<file path="src/rtl/mapper_bus_pkg.sv">
// Shared types for the mapper PRG bus master: command record, FSM states, open-bus value.
package mapper_bus_pkg;

  typedef struct packed {
    logic        write;
    logic [15:0] addr;
    logic [7:0]  data;
  } mbus_cmd_t;

  typedef enum logic [2:0] {IDLE, REQ, ARM, ACC, REL} mbus_state_t;

  localparam logic [7:0] OPEN_BUS = 8'hFF;

endpackage

</file>
<file path="src/rtl/mbus_cmd_fifo.sv">
// Command queue for the mapper bus master; honours push and pop together even when full.
module mbus_cmd_fifo
  import mapper_bus_pkg::*;
#(
  parameter int unsigned Depth = 4
) (
  input  logic      clk_i,
  input  logic      rst_ni,
  input  logic      push_i,
  input  mbus_cmd_t wdata_i,
  input  logic      pop_i,
  output mbus_cmd_t rdata_o,
  output logic      full_o,
  output logic      empty_o
);

  localparam int unsigned AW = $clog2(Depth);

  logic [AW:0] wptr_q, rptr_q;
  mbus_cmd_t   mem_q [Depth];
  logic        do_push, do_pop;

  assign empty_o = (wptr_q == rptr_q);
  assign full_o  = (wptr_q[AW] != rptr_q[AW]) && (wptr_q[AW-1:0] == rptr_q[AW-1:0]);
  assign rdata_o = mem_q[rptr_q[AW-1:0]];

  // A pop in the same cycle frees the head slot, so a push into a full queue is legal.
  assign do_pop  = pop_i && !empty_o;
  assign do_push = push_i && (!full_o || do_pop);

  always_ff @(posedge clk_i or negedge rst_ni) begin
    if (!rst_ni) begin
      wptr_q <= '0;
      rptr_q <= '0;
    end else begin
      if (do_push) wptr_q <= wptr_q + 1'b1;
      if (do_pop)  rptr_q <= rptr_q + 1'b1;
    end
  end

  always_ff @(posedge clk_i) begin
    if (do_push) mem_q[wptr_q[AW-1:0]] <= wdata_i;
  end

endmodule

</file>
<file path="src/rtl/mapper_bus_master.sv">
// Replays queued CPU-style accesses into the active mapper, one M2 period per access.
// Optional bus-grant timeout enabled by defining MAPPER_BUS_TIMEOUT_EN.
module mapper_bus_master
  import mapper_bus_pkg::*;
#(
  parameter int unsigned FIFO_DEPTH = 4,
  parameter int unsigned TIMEOUT    = 255
) (
  input  logic        clk,
  input  logic        reset_n,
  input  logic        ce,
  input  logic        cmd_valid,
  output logic        cmd_ready,
  input  logic        cmd_write,
  input  logic [15:0] cmd_addr,
  input  logic [7:0]  cmd_data,
  output logic        rsp_valid,
  output logic [7:0]  rsp_data,
  output logic        rsp_err,
  output logic        bus_req,
  input  logic        bus_grant,
  output logic [15:0] prg_ain,
  output logic        prg_read,
  output logic        prg_write,
  output logic [7:0]  prg_din,
  input  logic [7:0]  prg_dout,
  output logic        busy
);

  mbus_cmd_t   cmd_in, head, cur_q;
  mbus_state_t state_q;
  logic        full, empty, push, pop;
  logic        bus_req_q, prg_read_q, prg_write_q, rsp_valid_q;
  logic [15:0] prg_ain_q;
  logic [7:0]  prg_din_q, rsp_data_q;

  assign cmd_in    = '{write: cmd_write, addr: cmd_addr, data: cmd_data};
  assign cmd_ready = !full;
  assign push      = cmd_valid && !full;
  assign pop       = (state_q == IDLE) && !empty;

  mbus_cmd_fifo #(
    .Depth (FIFO_DEPTH)
  ) u_fifo (
    .clk_i   (clk),
    .rst_ni  (reset_n),
    .push_i  (push),
    .wdata_i (cmd_in),
    .pop_i   (pop),
    .rdata_o (head),
    .full_o  (full),
    .empty_o (empty)
  );

`ifdef MAPPER_BUS_TIMEOUT_EN
  localparam int unsigned TW = $clog2(TIMEOUT + 1);
  logic [TW-1:0] tmo_cnt_q;
  logic          rsp_err_q;
  assign rsp_err = rsp_err_q;
`else
  logic unused_cfg;
  assign unused_cfg = ^{TIMEOUT, OPEN_BUS};
  assign rsp_err    = 1'b0;
`endif

  always_ff @(posedge clk or negedge reset_n) begin
    if (!reset_n) begin
      state_q     <= IDLE;
      cur_q       <= '0;
      bus_req_q   <= 1'b0;
      prg_read_q  <= 1'b0;
      prg_write_q <= 1'b0;
      prg_ain_q   <= '0;
      prg_din_q   <= '0;
      rsp_valid_q <= 1'b0;
      rsp_data_q  <= '0;
`ifdef MAPPER_BUS_TIMEOUT_EN
      tmo_cnt_q   <= '0;
      rsp_err_q   <= 1'b0;
`endif
    end else begin
      rsp_valid_q <= 1'b0;
`ifdef MAPPER_BUS_TIMEOUT_EN
      rsp_err_q   <= 1'b0;
`endif
      unique case (state_q)
        IDLE: begin
          if (!empty) begin
            cur_q     <= head;
            bus_req_q <= 1'b1;
            state_q   <= REQ;
`ifdef MAPPER_BUS_TIMEOUT_EN
            tmo_cnt_q <= '0;
`endif
          end
        end
        REQ: begin
          if (bus_grant) begin
            prg_ain_q <= cur_q.addr;
            prg_din_q <= cur_q.data;
            state_q   <= ARM;
`ifdef MAPPER_BUS_TIMEOUT_EN
          end else if (tmo_cnt_q == TW'(TIMEOUT - 1)) begin
            bus_req_q   <= 1'b0;
            rsp_valid_q <= 1'b1;
            rsp_err_q   <= 1'b1;
            rsp_data_q  <= OPEN_BUS;
            state_q     <= REL;
          end else begin
            tmo_cnt_q <= tmo_cnt_q + 1'b1;
`endif
          end
        end
        // Losing the grant mid-access is a protocol violation: freeze rather than retry.
        ARM: begin
          if (ce && bus_grant) begin
            prg_write_q <= cur_q.write;
            prg_read_q  <= !cur_q.write;
            state_q     <= ACC;
          end
        end
        ACC: begin
          if (ce && bus_grant) begin
            prg_write_q <= 1'b0;
            prg_read_q  <= 1'b0;
            bus_req_q   <= 1'b0;
            rsp_valid_q <= 1'b1;
            rsp_data_q  <= cur_q.write ? cur_q.data : prg_dout;
            state_q     <= REL;
          end
        end
        REL: begin
          if (!bus_grant) state_q <= IDLE;
        end
        default: state_q <= IDLE;
      endcase
    end
  end

  assign bus_req   = bus_req_q;
  assign prg_read  = prg_read_q;
  assign prg_write = prg_write_q;
  assign prg_ain   = prg_ain_q;
  assign prg_din   = prg_din_q;
  assign rsp_valid = rsp_valid_q;
  assign rsp_data  = rsp_data_q;
  assign busy      = !empty || (state_q != IDLE);

endmodule

</file>
<file path="config.mk">
export PLATFORM = sky130hd
export DESIGN_NAME = mapper_bus_master
export DESIGN_NICKNAME = d
export VERILOG_FILES = /design/src/rtl/mapper_bus_pkg.sv /design/src/rtl/mbus_cmd_fifo.sv /design/src/rtl/mapper_bus_master.sv
export SDC_FILE = /design/constraint.sdc
export NUM_CORES = 1
export LEC_CHECK = 0
export BUFFER_PORTS_ARGS = -buffer_cell sky130_fd_sc_hd__clkbuf_2
export CORE_MARGIN = 10
export CORE_UTILIZATION = 45
export CTS_CLUSTER_DIAMETER = 80
export CTS_CLUSTER_SIZE = 12
export DETAILED_ROUTE_END_ITERATION = 10
export MAX_ROUTING_LAYER = met4
export SYNTH_ARGS = -nofsm -noshare
export SYNTH_HDL_FRONTEND = slang
export SYNTH_SLANG_ARGS = --single-unit
</file>
<file path="constraint.sdc">
create_clock -name clk -period 2.4 [get_ports clk]
set_input_delay 0.24 -clock clk [delete_from_list [all_inputs] [get_ports clk]]
set_output_delay 0.24 -clock clk [all_outputs]
set_load 0.05 [all_outputs]
</file>
---- After elaboration in Yosys (flattened, before gate mapping) ----
Memories as Yosys holds them, arrays and structs flattened. A register that Yosys moved wholly into a read port is not among the register bits.
Index checks and enable logic that the tools add are counted.
storage, ports and cells
  bits in registers ....................... 45
  bits in writable memories ............... 100
  input port bits ......................... 38
  output and inout bits ................... 39
  logic and storage cells ................. 66
  memories kept ........................... 1
operators by class
  add/subtract/negate cells ............... 2
  eq/ne operators ......................... 12
  multiplexer cells ....................... 18
  bitwise gates (word level) .............. 1
  reduce and logical (&&, ||, !) cells .... 22
memory list
  memory        depth  width  rd ports  clocked after memory_dff  write ports  RTL line             source
  u_fifo.mem_q  4      25     1         1                         1            mbus_cmd_fifo.sv:20  mbus_cmd_t mem_q [Depth];
operators by type and width
  operator               count
  $mux W3                5
  $pmux W3 S5            1
  $ne A2 B2 Y1 const B   5
  $mux W1                8
  $mux W8                1
  $add A3 B1 Y3 const B  2
  $eq A3 B2 Y1 const B   2
  $logic_and A1 B1 Y1    6
  $pmux W1 S2            3
  $reduce_and A2 Y1      3
  $reduce_and A3 Y1      2
  $reduce_and A5 Y1      1
  $logic_not A1 Y1       4
  $reduce_bool A2 Y1     2
  $eq A3 B1 Y1 const B   1
  $eq A3 B3 Y1           1
  $eq A3 B3 Y1 const B   1
  $logic_not A3 Y1       1
  $reduce_bool A3 Y1     1
  $eq A2 B2 Y1           1
  $logic_or A1 B1 Y1     2
  $ne A1 B1 Y1           1
  $not A1 Y1             1

---- Logic depth before layout (Yosys ltp) ----
Gate-level depths: netlist (run 1).
  word-level depth ........................ 8
  mapped depth ............................ 6
  gate-level depth less buffers ........... 3

---- Modules after synthesis ----
A second synthesis (run 1) with hierarchy kept.
unflattened totals
  cells, all modules ...................... 341
  area, all modules ....................... 6693.9 um2
modules (own cells, without submodules)
  module             times used  cells an instance  area an instance (um2)  sequential area each (um2)
  mbus_cmd_fifo      1           174                4070.2                  3153.0
  mapper_bus_master  1           167                2623.8                  1601.5

---- Worst setup path before layout (run 1) ----
No wires, ideal clock.
  path type ............................... flip-flop to flip-flop
  start point ............................. register u_fifo.rptr_q[0]
  end point ............................... memory u_fifo.mem_q[0][0] (netlist bit) (enable)
  library setup time ...................... 384 ps
  data arrival time ....................... 1724 ps
  required time ........................... 2016 ps
  path slack .............................. 292 ps
  cell stages (with the launch flop) ...... 5
  buffers on the path ..................... 1
  period minus slack after synthesis ...... 2108 ps
  cells stage by stage .................... dfrtp_1 > buf_6 > xor2_1 > o31a_1 > and2_1
between the ends
  word-level cells in the longest chain between the ends .. 8
  elaborated cells between the ends (all ways) .. 12
  classes of those cells .................. 2 x eq/ne; 2 x mux; 8 x reduce/logical
ends and longest elaborated chain
  element                          RTL line                                      source
  start: declaration               mbus_cmd_fifo.sv:19                           logic [AW:0] wptr_q, rptr_q;
  start signal: assignment         mbus_cmd_fifo.sv:37                           if (do_pop) rptr_q <= rptr_q + 1'b1;
  $eq A3 B3 Y1                     mbus_cmd_fifo.sv:23                           assign empty_o = (wptr_q == rptr_q);
  $logic_not A1 Y1                 mbus_cmd_fifo.sv:28, mapper_bus_master.sv:40
  $logic_and A1 B1 Y1              mapper_bus_master.sv:40                       assign pop = (state_q == IDLE) && !empty;
  $logic_and A1 B1 Y1              mbus_cmd_fifo.sv:28                           assign do_pop = pop_i && !empty_o;
  $logic_or A1 B1 Y1               mbus_cmd_fifo.sv:29                           assign do_push = push_i && (!full_o || do_pop);
  $logic_and A1 B1 Y1 *            mbus_cmd_fifo.sv:29
  $mux W1 *                        mbus_cmd_fifo.sv:42                           if (do_push) mem_q[wptr_q[AW-1:0]] <= wdata_i;
  $mux W1 (not written as such) *  mbus_cmd_fifo.sv:42
  end: declaration                 mbus_cmd_fifo.sv:20
Mark *: on every way between the ends. The rest lies on a longest branch, timed or not.

---- Worst setup path after layout (run 1) ----
  start point ............................. register u_fifo.wptr_q[1]
  end point ............................... output busy
between the ends
  word-level cells in the longest chain between the ends .. 3
ends and longest elaborated chain
  element                   RTL line                  source
  start: declaration        mbus_cmd_fifo.sv:19
  start signal: assignment  mbus_cmd_fifo.sv:36       if (do_push) wptr_q <= wptr_q + 1'b1;
  $eq A3 B3 Y1              mbus_cmd_fifo.sv:23
  $logic_not A1 Y1          mapper_bus_master.sv:147  assign busy = !empty || (state_q != IDLE);
  $logic_or A1 B1 Y1        mapper_bus_master.sv:147
  end: declaration          mapper_bus_master.sv:27   output logic busy
No other way between the ends.

==> flow_summary.ini, run 1 <==
[setup_path]
reg2reg_depth = 3
critPathCaptureType = primary output
start_kind = flip-flop
max_stage_delay_ns = 0.48
r2r_start = u_fifo.rptr_q[0]$_DFFE_PN0P_
cp_slowest_cell = dfrtp_1
critPathTopFamily = flip-flops
worstPathCellList = xor2_4 -> nor3_1 -> nand2_1 -> clkbuf_2
critPathLaunch = u_fifo.wptr_q[1]$_DFFE_PN0P_
worstSetupPathDepth = 4
r2r_setup_slack_ns = 0.57
cp_num_buf_inv = 1
r2r_end = cur_q[7]$_DFFE_PN0P_
arrival_ns = 1.71
required_ns = 2.16
worstPathMaxFanout = 6
criticalPathCategory = flip-flop to primary output

[synthesis]
seq_area_frac_synth_pct = 71.54
netlist_area_um2 = 6646
synth_ff_type = edfxtp_1
ys_types = 38
synthCells = 338
ys_seq_elements = 170
synth_edf_count = 100
syn_nets = 381
yosys_warnings = 0
ys_async_sr_fraction_pct = 41.18
syn-mean-instance-area_um2 = 19.66

[clock_tree]
post-cts-setup-buffer-count = 0
clockRootBuffer = clkbuf_16
cts_resized = 0
clkLatencyLatePin_ns = 0.42
hold_buffers = 1
cts_tree = done
cts_max_path_buffers = 2
numCtsBuffers = 17
cts_num_sinks = 170
h-tree-depth = 4
clk_pin_slew_ns = 0.06

[grt]
grt_pass1_wl_um = 19160
track_usage_pct = 12.91
grt_overflow = 0
antenna_found_initial = 0
grt_max_degree = 41
grt_pass1_vias = 3411

[timing]
rsz0062_at_grt = no
tightest_slew_ns = 0.6575
holdWs_ns = 0.04139
relSlewSlack_pct = 56.13
setup_ws_ns = 0.4470
period_needed_ns = 1.953
final_hold_viol_count = 0
finalSetupViolCount = 0
setup_tns_ns = 0
maxSlewViolCount = 0
skew_ns = 0.007239
max_freq_mhz = 512.0
period_share_pct = 81.38

[floorplan]
core_area_um2 = 14480
start_util_pct = 45.90
dieArea_um2 = 20030
die_w_um = 141.5
ios = 77
core.rowCount = 44
dieHeight_um = 141.5

[hold_path]
hold_path.class = primary input to flip-flop
hold_depth = 1
hold_start = cmd_addr[15]
holdPathEnd = u_fifo.mem_q[3][23]$_DFFE_PP_

[job]
maxCapViolations = 0

[place]
gp_congestion = 0.6816
dp_hpwl_um = 7353
place_ws_ns = 0.4946
io_buffers = 75

[route]
drc_errors = 0
via_per_inst = 5.221
drt_iter0_markers = 174
drt_first_pass_iters = 4
wl_per_cell_um = 19.69
via_count = 3237
wl_um = 12210
ant_nets = 0

[finish]
fillers = 1156
final_nets = 466
antenna_cells = 0
syn2layout_area_growth_pct = 17.70
drive_above_1_share_pct = 43.81

[power_and_ir_drop]
vdd_ir_drop_max_mv = 0.8035
powerDensity_nw_per_um2 = 1462
p_leak_nw = 3.046

[status]
status = finished, final reports clean
[synthesized netlist by cell type (5+ instances only)]
cell / n / area, µm²
edfxtp_1: 100 / 3003
dfrtp_1: 70 / 1752
mux2_2: 33 / 371.6
mux4_2: 25 / 563.0
mux2_4: 18 / 270.3
a21oi_1: 10 / 50.05
a31oi_1: 8 / 50.05
mux2i_1: 8 / 80.08
buf_2: 6 / 30.03
clkbuf_1: 5 / 18.77
ha_1: 5 / 62.56
nand2_1: 5 / 18.77
xor2_1: 5 / 43.79
[sequential cells by signal (all words and copies together) (netlist names), 3 cells and up]
signal,flops
prg_din,8
u_fifo.wptr_q,3
u_fifo.mem_q,100
state_q,3
prg_ain,16
rsp_data,8
u_fifo.rptr_q,3
cur_q,25
[power breakdown]
| part | switching (mW) | internal (mW) |
|---|---|---|
| clock | 1.03 | 1.49 |
| combinational | 2.48 | 1.75 |
| sequential | 0.550 | 4.14 |
| total | 4.05 | 7.38 |
[worst reg2reg max path, stage by stage, from the launching register on]
cell and delay (ns):
dfrtp_2 0.36, buf_4 0.48, mux4_2 0.59, mux2_2 0.28
[per-stage QoR]
step	std cells	instance area [µm²]	util, %	power [mW]
2_1_floorplan	338	6646	-	7.998
3_3_place_gp	587	7262	50.16	8.954
3_5_place_dp	587	7262	50.16	9.052
4_1_cts	620	7823	54.03	11.60
5_1_grt	620	7823	54.03	12.05
6_report	620	7823	54.03	11.43
[metal layers]
metal	global-route usage (%)	wire (µm)	vias up
met5	-	0	-
met4	3.873	111	0
met3	5.307	726	11
met2	18.94	5639	73
met1	16.11	5732	1673
li1	-	-	1480
[cell families after synthesis]
logic type      share of synthesized area, %
fa+ha+maj                             0.9413
flops                                  71.54
xor+xnor                               1.337
mux                                    19.33
compound gates                         2.636
other cells                          0.05642
simple gates                           1.883
buf+inv                                2.278
[how the worst max path moves through the flow]
stage / end / slack, ns
after global placement: prg_ain[9]$_DFFE_PN0P_ / 0.53
final: busy / 0.45
after floorplan: u_fifo.mem_q[0][0]$_DFFE_PP_ / 0.29
after CTS: busy / 0.42
after global routing: busy / 0.34
after detailed placement: prg_ain[1]$_DFFE_PN0P_ / 0.49
[cells in the final DEF, fill, tap and decap left out, types with 4 or more instances in the layout]
cell	instances
ha_1	5
mux4_2	25
a31oi_1	8
clkinv_2	4
edfxtp_1	100
buf_12	5
clkbuf_2	74
xor2_1	5
buf_4	5
a21oi_1	10
clkbuf_16	17
mux2_2	33
dfrtp_1	69
mux2i_1	8
nand2_1	5
mux2_4	18
[final cells by class]
cell class / instances / area [µm²] / area share (%)
flip-flops and latches: 170 / 4756 / 60.80
multi-input cells: 146 / 1757 / 22.46
repair buffers: 85 / 518.0 / 6.622
clock buffers: 23 / 478.0 / 6.110
well taps: 184 / 230.2 / 2.943
clock inverters: 9 / 72.57 / 0.9277
inverters: 3 / 11.26 / 0.1440
(Power assumes the default switching activity.)
==> run 2, diff against run 1 <==
- PLACE_DENSITY: not set -> 0.67
- clock period: 2.4 -> 1.6 ns (I/O delays scaled with it)
==> run 2 against run 1 <==
The run now ends with negative setup slack left; cell area increased by 8.6%; setup slack got worse by 0.72 ns; register-to-register slack worse by 0.76 ns; via count up 11%; global-route usage rose by 2.0 points; clock power grew 60%; non-clock buffer count up 48; routed wire length rose by 15%; largest power group is now combinational cells.
==> flow_summary.ini, run 2 (synthesized netlist as in run 1, its figures left out) <==
[status]
status = complete, but fails checks
violations = negative setup slack

[hold_path]
hold_path.class = primary input to flip-flop
hold_depth = 3
hold_start = prg_dout[1]
holdPathEnd = rsp_data[1]$_DFFE_PN0P_

[finish]
final_nets = 523
drive_above_1_share_pct = 48.68
regArea_um2 = 4758
fillers = 1070
antenna_cells = 0
multi_input_area_um2 = 1903
stdcell_area_um2 = 8498
largest_reg_flops = 100
final_core_util_pct = 58.69
layout_commonest_cell = edfxtp_1
syn2layout_area_growth_pct = 27.86
final_cell_mix = edfxtp_1, clkbuf_2, dfrtp_1

[route]
via_per_inst = 5.287
ant_nets = 0
drt_first_pass_iters = 4
via_count = 3579
wl_per_cell_um = 20.73
drt_iter0_markers = 204
wl_um = 14030
drc_errors = 0

[clock_tree]
cts_tree = done
clkLatencyLatePin_ns = 0.43
clk_pin_slew_ns = 0.07
cts_num_sinks = 170
h-tree-depth = 4
clockRootBuffer = clkbuf_16
cts_max_path_buffers = 2
numCtsBuffers = 17

[timing]
maxSlewViolCount = 0
finalSetupViolCount = 97
setup_ws_ns = -0.2723
tightest_slew_ns = 0.5867
relSlewSlack_pct = 60.89
period_share_pct = 117.0
max_freq_mhz = 534.1
final_hold_viol_count = 0
skew_ns = 0.01116
period_needed_ns = 1.872
rsz0062_at_grt = yes

[place]
dpl-instance-area_um2 = 7388
dp_hpwl_um = 8042
io_buffers = 75
gp_congestion = 0.7674
place_ws_ns = -0.1456

[setup_path]
cp_slowest_cell = dfrtp_1
start_kind = flip-flop
worstPathCellList = xor2_2 -> buf_4 -> or3_4 -> clkbuf_16
r2r_end = u_fifo.mem_q[2][20]$_DFFE_PP_
critPathTopFamily = flip-flops
critPathCaptureType = primary output
r2r_start = u_fifo.wptr_q[0]$_DFFE_PN0P_
criticalPathCategory = flip-flop to primary output
cp_num_buf_inv = 2
worstSetupPathDepth = 4
worstPathMaxFanout = 3
required_ns = 1.44
max_stage_delay_ns = 0.42
arrival_ns = 1.71
reg2reg_depth = 6
r2r_setup_slack_ns = -0.19

[floorplan]
dieArea_um2 = 20030
start_util_pct = 45.90
core_area_um2 = 14480
ios = 77
die_w_um = 141.5
dieHeight_um = 141.5
core.rowCount = 44

[job]
maxCapViolations = 0

[power_and_ir_drop]
vdd_ir_drop_max_mv = 1.060
p_leak_nw = 3.369
powerDensity_nw_per_um2 = 2197

[grt]
antenna_found_initial = 0
grt_max_degree = 48
grt_pass1_wl_um = 22180
grt_overflow = 0
grt_pass1_vias = 3884
track_usage_pct = 14.93
run 2: layer usage:
metal	up-vias	routed length [µm]	global-route usage, %
met1	1868	6246	17.90
met4	0	218	5.810
li1	1603	-	-
met3	18	590	4.339
met5	-	0	-
met2	90	6979	23.45
run 2: timing repair:
| item | CTS | global route |
|---|---|---|
| cloned | 9 | 0 |
| hold endpoints to repair | 170 | 0 |
| gates resized for setup | 21 | 16 |
| setup endpoints to repair | 119 | 118 |
| hold buffers | 26 | 0 |
| setup buffers | 8 | 1 |
| pin swaps | 9 | 2 |
run 2: worst reg2reg max path, cell delays in order, from the launching register on:
cell,delay (ns)
dfrtp_1,0.42
xor2_2,0.19
buf_4,0.14
o31a_1,0.34
buf_6,0.16
buf_6,0.11
and2_4,0.17
run 2: per-stage QoR:
| stage | std cells | hold WS [ns] | total power, mW | TNS (ns) |
|---|---|---|---|---|
| after global routing | 677 | 0.05583 | 19.58 | -16.45 |
| after detailed placement | 601 | 0.09124 | 13.90 | -11.06 |
| final | 677 | 0.05586 | 18.67 | -10.27 |
| after CTS | 676 | 0.03883 | 18.58 | -11.24 |
| after global placement | 601 | 0.08447 | 13.76 | -8.471 |
| after floorplan | 338 | -0.1356 | 12.07 | -6.307 |
run 2: area by class of cell:
cell class | instances | area share (%)
repair buffers | 133 | 11.91
well taps | 184 | 2.709
inverters | 3 | 0.1325
flip-flops and latches | 170 | 55.99
clock buffers | 20 | 5.506
multi-input cells | 155 | 22.39
clock inverters | 12 | 1.355
run 2: power by group:
part	internal, mW	total, mW	switching [mW]
combinational	3.43	7.62	4.19
clock	2.29	4.03	1.74
sequential	6.21	7.03	0.817
total	11.9	18.7	6.74
run 2: worst max path at each step:
stage | start | endpoint | slack (ns)
after global routing | u_fifo.wptr_q[0]$_DFFE_PN0P_ | cmd_ready | -0.34
after global placement | u_fifo.rptr_q[2]$_DFFE_PN0P_ | u_fifo.mem_q[0][22]$_DFFE_PP_ | -0.11
after detailed placement | u_fifo.rptr_q[2]$_DFFE_PN0P_ | u_fifo.mem_q[2][18]$_DFFE_PP_ | -0.15
final | u_fifo.wptr_q[0]$_DFFE_PN0P_ | cmd_ready | -0.27
after CTS | u_fifo.wptr_q[0]$_DFFE_PN0P_ | cmd_ready | -0.27
after floorplan | u_fifo.rptr_q[1]$_DFFE_PN0P_ | cur_q[0]$_DFFE_PN0P_ | -0.09
